<file path="config.mk">
export PLATFORM = sky130hd
export DESIGN_NAME = dmem_port_arbiter_flat
export DESIGN_NICKNAME = d
export VERILOG_FILES = /design/src/rtl/dmem_port_arbiter_if.sv /design/src/rtl/dmem_port_arbiter.sv /design/src/flat_wrapper.sv
export SDC_FILE = /design/constraint.sdc
export NUM_CORES = 1
export LEC_CHECK = 0
export ABC_AREA = 1
export CAP_MARGIN = 10
export CORE_AREA = 2 2 119 121
export DETAILED_ROUTE_END_ITERATION = 8
export DIE_AREA = 0 0 121 123
export DONT_BUFFER_PORTS = 1
export GPL_TIMING_DRIVEN = 0
export REMOVE_ABC_BUFFERS = 1
export SLEW_MARGIN = 25
export SYNTH_ARGS = -nofsm -noshare
export SYNTH_HDL_FRONTEND = slang
export SYNTH_SLANG_ARGS = --single-unit
</file>
<file path="constraint.sdc">
create_clock -name clk_in -period 1.9 [get_ports clk_in]
set_input_delay 0.38 -clock clk_in [delete_from_list [all_inputs] [get_ports clk_in]]
set_output_delay 0.38 -clock clk_in [all_outputs]
set_load 0.05 [all_outputs]
</file>
<file path="src/rtl/dmem_port_arbiter_if.sv">
// Bus bundle between CPU, external master, data memory and the dmem port arbiter.
// slave = arbiter view; master = environment (CPU, ext master, dmem) view.
interface dmem_port_arbiter_if;
    logic        cpu_cs;
    logic        cpu_w;
    logic [1:0]  cpu_w_cs;
    logic [1:0]  cpu_r_cs;
    logic [31:0] cpu_addr;
    logic [31:0] cpu_wdata;
    logic [31:0] cpu_rdata;
    logic        cpu_stall;

    logic        ext_req;
    logic        ext_w;
    logic [31:0] ext_addr;
    logic [31:0] ext_wdata;
    logic        ext_gnt;
    logic        ext_rvalid;
    logic [31:0] ext_rdata;

    logic        dm_cs;
    logic        dm_w;
    logic [1:0]  dm_w_cs;
    logic [1:0]  dm_r_cs;
    logic [31:0] dm_addr;
    logic [31:0] dm_wdata;
    logic [31:0] dm_rdata;

    modport slave (
        input  cpu_cs, cpu_w, cpu_w_cs, cpu_r_cs, cpu_addr, cpu_wdata,
        input  ext_req, ext_w, ext_addr, ext_wdata,
        input  dm_rdata,
        output cpu_rdata, cpu_stall,
        output ext_gnt, ext_rvalid, ext_rdata,
        output dm_cs, dm_w, dm_w_cs, dm_r_cs, dm_addr, dm_wdata
    );

    modport master (
        output cpu_cs, cpu_w, cpu_w_cs, cpu_r_cs, cpu_addr, cpu_wdata,
        output ext_req, ext_w, ext_addr, ext_wdata,
        output dm_rdata,
        input  cpu_rdata, cpu_stall,
        input  ext_gnt, ext_rvalid, ext_rdata,
        input  dm_cs, dm_w, dm_w_cs, dm_r_cs, dm_addr, dm_wdata
    );
endinterface

</file>
<file path="src/rtl/dmem_port_arbiter.sv">
// Shares the data-memory port between the CPU (default owner) and an external master.
// Optional starvation guard (CPU stall after MAX_WAIT busy cycles): define ARB_STARVE_GUARD_EN.
module dmem_port_arbiter #(
    parameter int unsigned MAX_WAIT = 16,
    parameter logic [1:0]  WORD_CS  = 2'b00
) (
    input  logic                clk_in,
    input  logic                reset,
    dmem_port_arbiter_if.slave  bus
);

    typedef enum logic [1:0] {S_IDLE, S_WAIT, S_FORCE} state_t;

    state_t      r_state, w_state_nxt;
    logic        w_gnt;
    logic        r_ext_rvalid;
    logic [31:0] r_ext_rdata;

`ifdef ARB_STARVE_GUARD_EN
    localparam int CNT_W = (MAX_WAIT > 2) ? $clog2(MAX_WAIT) : 1;
    localparam logic [CNT_W-1:0] CNT_LAST = CNT_W'(MAX_WAIT - 1);
    localparam logic [CNT_W-1:0] CNT_ONE  = CNT_W'(1);

    logic [CNT_W-1:0] r_wait_cnt, w_wait_cnt_nxt;
    logic             w_stall;
`else
    logic w_unused;
    assign w_unused = ^{bus.ext_addr[1:0], MAX_WAIT[0]};
`endif

    always_ff @(posedge clk_in) begin
        if (reset) begin
            r_state <= S_IDLE;
`ifdef ARB_STARVE_GUARD_EN
            r_wait_cnt <= '0;
`endif
        end else begin
            r_state <= w_state_nxt;
`ifdef ARB_STARVE_GUARD_EN
            r_wait_cnt <= w_wait_cnt_nxt;
`endif
        end
    end

    always_comb begin
        w_state_nxt = r_state;
        w_gnt       = 1'b0;
`ifdef ARB_STARVE_GUARD_EN
        w_stall        = 1'b0;
        w_wait_cnt_nxt = r_wait_cnt;
`endif
        case (r_state)
            S_IDLE: begin
                if (bus.ext_req) begin
                    if (!bus.cpu_cs) begin
                        w_gnt = 1'b1;
                    end else begin
                        w_state_nxt = S_WAIT;
`ifdef ARB_STARVE_GUARD_EN
                        w_wait_cnt_nxt = CNT_ONE;
`endif
                    end
                end
            end
            S_WAIT: begin
                // A dropped request is tolerated: return to IDLE without serving it.
                if (!bus.ext_req || !bus.cpu_cs) begin
                    w_gnt       = bus.ext_req;
                    w_state_nxt = S_IDLE;
`ifdef ARB_STARVE_GUARD_EN
                    w_wait_cnt_nxt = '0;
`endif
                end else begin
`ifdef ARB_STARVE_GUARD_EN
                    if (r_wait_cnt == CNT_LAST) w_state_nxt    = S_FORCE;
                    else                        w_wait_cnt_nxt = r_wait_cnt + CNT_ONE;
`endif
                end
            end
            S_FORCE: begin
                w_gnt       = 1'b1;
                w_state_nxt = S_IDLE;
`ifdef ARB_STARVE_GUARD_EN
                w_stall        = 1'b1;
                w_wait_cnt_nxt = '0;
`endif
            end
            default: w_state_nxt = S_IDLE;
        endcase
    end

    always_ff @(posedge clk_in) begin
        if (reset) begin
            r_ext_rvalid <= 1'b0;
            r_ext_rdata  <= '0;
        end else begin
            r_ext_rvalid <= w_gnt & ~bus.ext_w;
            if (w_gnt && !bus.ext_w) r_ext_rdata <= bus.dm_rdata;
        end
    end

    // Port mux: ext owns the port only in a grant cycle; the CPU request is dropped then.
    assign bus.dm_cs    = w_gnt | bus.cpu_cs;
    assign bus.dm_w     = w_gnt ? bus.ext_w : (bus.cpu_cs & bus.cpu_w);
    assign bus.dm_w_cs  = w_gnt ? WORD_CS : bus.cpu_w_cs;
    assign bus.dm_r_cs  = w_gnt ? WORD_CS : bus.cpu_r_cs;
    assign bus.dm_addr  = w_gnt ? {bus.ext_addr[31:2], 2'b00} : bus.cpu_addr;
    assign bus.dm_wdata = w_gnt ? bus.ext_wdata : bus.cpu_wdata;

    assign bus.cpu_rdata  = bus.dm_rdata;
    assign bus.ext_gnt    = w_gnt;
    assign bus.ext_rvalid = r_ext_rvalid;
    assign bus.ext_rdata  = r_ext_rdata;
`ifdef ARB_STARVE_GUARD_EN
    assign bus.cpu_stall  = w_stall;
`else
    assign bus.cpu_stall  = 1'b0;
`endif

endmodule

</file>
<file path="src/flat_wrapper.sv">
// flat-port wrapper written by rule: the top's interface ports become plain ports
module dmem_port_arbiter_flat 
#(
    parameter int unsigned MAX_WAIT = 16,
    parameter logic [1:0]  WORD_CS  = 2'b00
)
  (clk_in, reset, bus_cpu_cs, bus_cpu_w, bus_cpu_w_cs, bus_cpu_r_cs, bus_cpu_addr, bus_cpu_wdata, bus_ext_req, bus_ext_w, bus_ext_addr, bus_ext_wdata, bus_dm_rdata, bus_cpu_rdata, bus_cpu_stall, bus_ext_gnt, bus_ext_rvalid, bus_ext_rdata, bus_dm_cs, bus_dm_w, bus_dm_w_cs, bus_dm_r_cs, bus_dm_addr, bus_dm_wdata);
  dmem_port_arbiter_if bus_i ();
  input  logic clk_in;
  input  logic reset;
  input wire logic [$bits(bus_i.cpu_cs)-1:0] bus_cpu_cs;
  input wire logic [$bits(bus_i.cpu_w)-1:0] bus_cpu_w;
  input wire logic [$bits(bus_i.cpu_w_cs)-1:0] bus_cpu_w_cs;
  input wire logic [$bits(bus_i.cpu_r_cs)-1:0] bus_cpu_r_cs;
  input wire logic [$bits(bus_i.cpu_addr)-1:0] bus_cpu_addr;
  input wire logic [$bits(bus_i.cpu_wdata)-1:0] bus_cpu_wdata;
  input wire logic [$bits(bus_i.ext_req)-1:0] bus_ext_req;
  input wire logic [$bits(bus_i.ext_w)-1:0] bus_ext_w;
  input wire logic [$bits(bus_i.ext_addr)-1:0] bus_ext_addr;
  input wire logic [$bits(bus_i.ext_wdata)-1:0] bus_ext_wdata;
  input wire logic [$bits(bus_i.dm_rdata)-1:0] bus_dm_rdata;
  output wire logic [$bits(bus_i.cpu_rdata)-1:0] bus_cpu_rdata;
  output wire logic [$bits(bus_i.cpu_stall)-1:0] bus_cpu_stall;
  output wire logic [$bits(bus_i.ext_gnt)-1:0] bus_ext_gnt;
  output wire logic [$bits(bus_i.ext_rvalid)-1:0] bus_ext_rvalid;
  output wire logic [$bits(bus_i.ext_rdata)-1:0] bus_ext_rdata;
  output wire logic [$bits(bus_i.dm_cs)-1:0] bus_dm_cs;
  output wire logic [$bits(bus_i.dm_w)-1:0] bus_dm_w;
  output wire logic [$bits(bus_i.dm_w_cs)-1:0] bus_dm_w_cs;
  output wire logic [$bits(bus_i.dm_r_cs)-1:0] bus_dm_r_cs;
  output wire logic [$bits(bus_i.dm_addr)-1:0] bus_dm_addr;
  output wire logic [$bits(bus_i.dm_wdata)-1:0] bus_dm_wdata;
  assign bus_i.cpu_cs = bus_cpu_cs;
  assign bus_i.cpu_w = bus_cpu_w;
  assign bus_i.cpu_w_cs = bus_cpu_w_cs;
  assign bus_i.cpu_r_cs = bus_cpu_r_cs;
  assign bus_i.cpu_addr = bus_cpu_addr;
  assign bus_i.cpu_wdata = bus_cpu_wdata;
  assign bus_i.ext_req = bus_ext_req;
  assign bus_i.ext_w = bus_ext_w;
  assign bus_i.ext_addr = bus_ext_addr;
  assign bus_i.ext_wdata = bus_ext_wdata;
  assign bus_i.dm_rdata = bus_dm_rdata;
  assign bus_cpu_rdata = bus_i.cpu_rdata;
  assign bus_cpu_stall = bus_i.cpu_stall;
  assign bus_ext_gnt = bus_i.ext_gnt;
  assign bus_ext_rvalid = bus_i.ext_rvalid;
  assign bus_ext_rdata = bus_i.ext_rdata;
  assign bus_dm_cs = bus_i.dm_cs;
  assign bus_dm_w = bus_i.dm_w;
  assign bus_dm_w_cs = bus_i.dm_w_cs;
  assign bus_dm_r_cs = bus_i.dm_r_cs;
  assign bus_dm_addr = bus_i.dm_addr;
  assign bus_dm_wdata = bus_i.dm_wdata;
  dmem_port_arbiter #(.MAX_WAIT(MAX_WAIT), .WORD_CS(WORD_CS)) u_core (.clk_in(clk_in), .reset(reset), .bus(bus_i));
endmodule
</file>
==> impl_metrics.ini, run 1 <==
[timing]
max_slew.worst_pin.slew_ns = 0.819
fin_ws_ns = -0.103
period_minus_slack_ns = 2.00
hold_viol = 0
slew_violations = 0
whs_ns = 0.158
period_share_pct = 105
clock.fmax_mhz = 499
clock_skew_ns = 0.00786
slew_headroom_pct = 45.4
setup_viol = 59
rsz0062_at_grt = true

[synthesis]
synth-main-ff-cell = dfxtp_1
synth_edf_count = 0
synth_top_cell_area_share_pct = 33.9
avgSynthCellArea_sq_um = 5.27
async_flop_share_pct = 0
netlist_top_cells_count = nand2_1, inv_1, nor2_1
yosys.area.top_type = nand2_1
ys_top_cells_by_area = nand2_1, dfxtp_1, inv_1, buf_4, nand4_1
synth_seq_cells = 34
syn_inst = 536
synth_most_common_cell = nand2_1
synth-warning-count = 0
synth_cell_types = 16
synth_area_sq_um = 2830
ys_seq_area_share_pct = 24.1

[setup_path]
r2r_slack_ns = 0.20
r2r_start = u_core.r_state[0]
cp-end-kind = output pin
r2r_end = u_core.bus.ext_rdata[16]
required_ns = 1.52
critPathKind = reg -> out
crit_fanout = 5
crit_path_start_kind = flip-flop
reg2reg_depth = 7
arrival_ns = 1.62

[global_routing]
overflow = 0
first_global_vias = 3001
grt_max_degree = 47
grt_antenna_before_repair = 3
grt_pass1_wl_microns = 17700
grt_usage_pct = 16.2

[hold_path]
hp-class = in -> reg
holdPathStages = 1
hold_start = reset
min_to = u_core.r_state[0]

[cells_and_area]
synthToLayoutAreaGrowth_pct = 47.3
finalNetCount = 685
layout-drive-gt1-share_pct = 35.7
final_util_pct = 30.6
fillers = 1465

[route]
detail-route-antenna-nets = 0
drc_errors = 0
detail_route.wl_per_cell_microns = 18.4
num_vias = 3153
drt_pre_antenna_iters = 4
drt-initial-drc-count = 166
routed_via_density = 4.52
routed_wl_microns = 12900

[power]
comb_power_share_pct = 39.4
power.density_nw_per_um2 = 739
p_seq_share_pct = 30.1
leakage_uw = 0.00208
netSwitchingFraction_pct = 45.0
p_sw_uw = 1380
clkPwrFrac_pct = 30.5
internal_power_uw = 1690
ir_drop_mv = 0.366

[cts]
cts_buffers = 5
clkTransAtPathRegs_ns = 0.05
clk_latency_ns = 0.28
root_buffer = clkbuf_16
cts_tree = done
cts.sinks = 34
clockBufferDepth = 2
h-tree-depth = 2

[flow_run]
drv_cap = 0

[die]
coreArea_sq_um = 13600
die_x_microns = 121
initial_core_util_pct = 20.8
row_count = 43
ios = 307
dieArea_sq_um = 14900
die_h_microns = 123

[place]
dpl.hpwl_microns = 7210
portBuffers = 0
gp_congestion = 0.808

[outcome]
violations = negative setup slack
run_status = complete, but fails checks
[layout by cell type, fill, tap and decap left out, types with 2 or more instances in the layout]
master / netlist / final
o21ai_4: 1 / 2
buf_12: 0 / 2
nand2_1: 255 / 126
nand2_4: 0 / 68
buf_4: 33 / 11
nand2_2: 0 / 53
nand4_1: 33 / 33
dfxtp_1: 34 / 33
inv_6: 0 / 2
nor2_1: 40 / 34
diode_2: 0 / 2
nand2_8: 0 / 16
inv_1: 105 / 103
nor2_4: 0 / 6
buf_6: 2 / 5
clkbuf_16: 0 / 5
inv_12: 0 / 2
[worst max-delay path, stage by stage (launching register included)]
cell     delay (ns)
dfxtp_2        0.34
inv_4          0.04
o21ai_4        0.19
buf_12         0.14
nand2_8        0.11
buf_6          0.16
o21ai_4        0.35
[cell families (layout without fill, tap and decap cells)]
family / count (synthesis) / after routing / synth area share, %
AOI/OAI and AO/OA: 2 / 3 / 0.753
buffers and inverters: 170 / 140 / 28.3
DFF: 34 / 34 / 24.1
other: 1 / 3 / 0.133
and+or+nand+nor: 329 / 337 / 46.7
[power groups by stage]
stage	clock network, uW	registers (uW)	logic [uW]
floorplan	0	931	753
global placement	0	940	835
detailed placement	0	941	838
CTS	970	926	1180
global route	994	929	1280
finish	939	925	1210
[per-stage QoR]
step	area [sq um]	worst slack, ns	setup TNS, ns	std cells	power (uW)
finish	4160	-0.103	-3.03	697	3080
global route	4160	-0.168	-7.60	697	3200
CTS	4020	-0.149	-4.21	692	3070
floorplan	2430	-1.87	-132.77	473	1680
global placement	2650	-3.27	-249.85	653	1780
detailed placement	2680	-1.72	-126.09	655	1780
[metal layers]
layer / part of all wire (%) / vias to the layer above / track usage (%)
met5: 0 / - / 0
met4: 3.0 / 0 / 7.12
met3: 12 / 21 / 7.20
met2: 49 / 184 / 26.4
met1: 36 / 1449 / 18.4
li1: - / 1499 / -
[cell type report]
type                            count  area, sq um  share of cell area (%)
Sequential cell                    34          682                    16.4
Multi-Input combinational cell    341         2340                    56.3
Clock buffer                        6          139                    3.34
Timing Repair inverter              6         86.3                    2.07
Clock inverter                      1         30.0                   0.721
Tap cell                          180          225                    5.41
Antenna cell                        2         5.00                   0.120
Timing Repair Buffer               20          221                    5.32
Inverter                          107          432                    10.4
[worst max path at each step]
stage               cells past startpoint  slack, ns          endpoint               from
floorplan                               5      -1.87   bus_dm_addr[10]        bus_ext_req
global placement                        5      -3.27  bus_dm_wdata[19]        bus_ext_req
detailed placement                      5      -1.72  bus_dm_wdata[19]        bus_ext_req
CTS                                     7      -0.15   bus_dm_addr[25]  u_core.r_state[0]
global route                            6      -0.17          bus_dm_w  u_core.r_state[0]
finish                                  6      -0.10          bus_dm_w  u_core.r_state[0]
[flip-flops by register name, indices dropped and copies added, names as in the netlist]
name,cells
u_core.bus.ext_rdata,32
u_core.bus.ext_rvalid,1
u_core.r_state,1
[what timing repair did]
action,in CTS,in global routing
setup buffers,14,3
cloned,16,0
pin swaps,24,29
hold buffers,0,0
endpoints found under the setup margin,96,83
gates resized for setup,230,30
Note: power is estimated with default switching activity, not from simulation.
==> run 2, diff against run 1 <==
CELL_PAD_IN_SITES_DETAIL_PLACEMENT = 1   (was unset)
CELL_PAD_IN_SITES_GLOBAL_PLACEMENT = 1   (was unset)
CORE_AREA = 2 2 118 120   (was 2 2 119 121)
DIE_AREA = 0 0 120 122   (was 0 0 121 123)
PLACE_DENSITY_LB_ADDON = 0.1   (was unset)
==> impl_metrics.ini, run 2 (same netlist as run 1, synthesis figures left out) <==
[outcome]
run_status = complete, but fails checks
violations = negative setup slack

[power]
p_seq_share_pct = 29.8
internal_power_uw = 1630
comb_power_share_pct = 43.4
netSwitchingFraction_pct = 47.7
ir_drop_mv = 0.340
total_power_uw = 3120
power.density_nw_per_um2 = 665
clkPwrFrac_pct = 26.8
p_sw_uw = 1490
leakage_uw = 0.00232

[timing]
slew_headroom_pct = 43.4
period_share_pct = 102
whs_ns = 0.153
fin_ws_ns = -0.0415
period_minus_slack_ns = 1.94
clock.fmax_mhz = 515
clock_skew_ns = 0.00310
hold_viol = 0
max_slew.worst_pin.slew_ns = 0.849
setup_viol = 17
slew_violations = 0
rsz0062_at_grt = true

[global_routing]
grt_antenna_before_repair = 0
grt_max_degree = 44
overflow = 0
first_global_vias = 3295
grt_usage_pct = 19.0
grt_pass1_wl_microns = 20700

[cts]
cts_tree = done
cts.sinks = 34
clockBufferDepth = 2
root_buffer = clkbuf_16
cts_buffers = 5
clk_latency_ns = 0.28
clkTransAtPathRegs_ns = 0.06
holdBufCountCts = 0
h-tree-depth = 2

[setup_path]
path_delay_family = buffers and inverters
cp-end-kind = output pin
critPathSlowestCell = dfxtp_2
crit_path_start_kind = flip-flop
startpoint = u_core.r_state[0]
crit_fanout = 9
crit_path_end = bus_dm_wdata[1]
arrival_ns = 1.56
r2r_end = u_core.bus.ext_rdata[31]
reg2reg_depth = 6
max_stage_delay_ns = 0.35
path_buf_inv = 4
critPathKind = reg -> out
crit_top_cell = buf_12
path_cells = inv_4 > o21ai_4 > buf_12 > nand2_8 > buf_12 > inv_16 > nand2_1 > nand2_4
crit_cells = 8
required_ns = 1.52
r2r_start = u_core.r_state[0]
r2r_slack_ns = 0.28

[die]
row_count = 43
die_x_microns = 120
initial_core_util_pct = 20.9
coreArea_sq_um = 13500
die_h_microns = 122
ios = 307
dieArea_sq_um = 14600

[route]
routed_wl_microns = 14500
drt-initial-drc-count = 92
drc_errors = 0
routed_via_density = 4.55
detail-route-antenna-nets = 0
num_vias = 3157
drt_pre_antenna_iters = 4
detail_route.wl_per_cell_microns = 20.9

[place]
postPlaceCellArea_sq_um = 2700
pre_cts_ws_ns = -1.89
dpl.hpwl_microns = 8250
gp_congestion = 0.737
portBuffers = 0

[cells_and_area]
finalInstanceArea_sq_um = 4690
synthToLayoutAreaGrowth_pct = 65.9
finalNetCount = 683
layout_common_cells = inv_1, nand2_1, nand2_4, nand2_2, nand2_8
final_common_cell = inv_1
fillers = 1584
layout-drive-gt1-share_pct = 42.6
antenna_cells = 0
largest_reg_flops = 32

[hold_path]
hp-class = in -> reg

[flow_run]
drv_cap = 0
run 2: cell types whose count changed in the layout (fill, tap and decap cells not counted), moves of 2 or more:
cell / delta
buf_12: +4
buf_4: -6
diode_2: -2
inv_12: +2
inv_16: +3
inv_6: -2
nand2_1: -37
nand2_4: +11
nand2_8: +24
run 2: through the flow:
step,TNS [ns],std cells,utilization (%)
final,-0.319,694,34.7
after global routing,-2.38,694,34.7
after CTS,-4.15,690,32.0
after detailed placement,-126.40,656,20.0
after global placement,-286.02,653,19.6
after floorplan,-132.77,473,-
run 2: repair_timing:
action | 4_1_cts | 5_1_grt
setup endpoints to repair | 71 | 68
pin swaps | 53 | 24
gates cloned | 14 | 0
setup buffers | 12 | 4
resized for setup | 305 | 67
run 2: metal layers:
| metal | routed length (microns) | global-route usage, % | up-vias |
|---|---|---|---|
| met5 | 0 | 0 | - |
| met4 | 393 | 5.51 | 0 |
| met3 | 1030 | 4.68 | 26 |
| met2 | 7540 | 34.7 | 161 |
| met1 | 5500 | 21.8 | 1490 |
| li1 | - | - | 1480 |
run 2: final cells by class:
type                    count  area [sq um]  share of cell area [%]
repair buffers             19           255                    5.44
well taps                 180           225                    4.80
inverters                 107           432                    9.21
flip-flops and latches     34           682                    14.5
repair inverters            8           145                    3.10
clock inverters             1          5.00                   0.107
clock buffers               7           143                    3.04
multi-input cells         338          2800                    59.8
run 2: worst reg2reg max path, stage by stage, from the launching register on:
cell and delay [ns]:
dfxtp_2 0.35, inv_4 0.04, buf_4 0.13, o21ai_2 0.67
nand4_1 0.17, nand2_1 0.10, nor2_1 0.04
run 2: power groups by stage:
stage               clock network [uW]  logic (uW)  registers (uW)
finish                             837        1350             928
global route                       901        1430             934
CTS                                876        1260             930
detailed placement                   0         862             946
global placement                     0         852             945
floorplan                            0         753             931
run 2: worst min path at each step:
stage / slack, ns / end / cells past startpoint / start
after global routing: 0.14 / u_core.r_state[0] / 1 / reset
after CTS: 0.14 / u_core.r_state[0] / 1 / reset
after global placement: 0.45 / u_core.r_state[0] / 1 / reset
after floorplan: 0.45 / u_core.r_state[0] / 1 / reset
final: 0.15 / u_core.r_state[0] / 1 / reset
after detailed placement: 0.45 / u_core.r_state[0] / 1 / reset
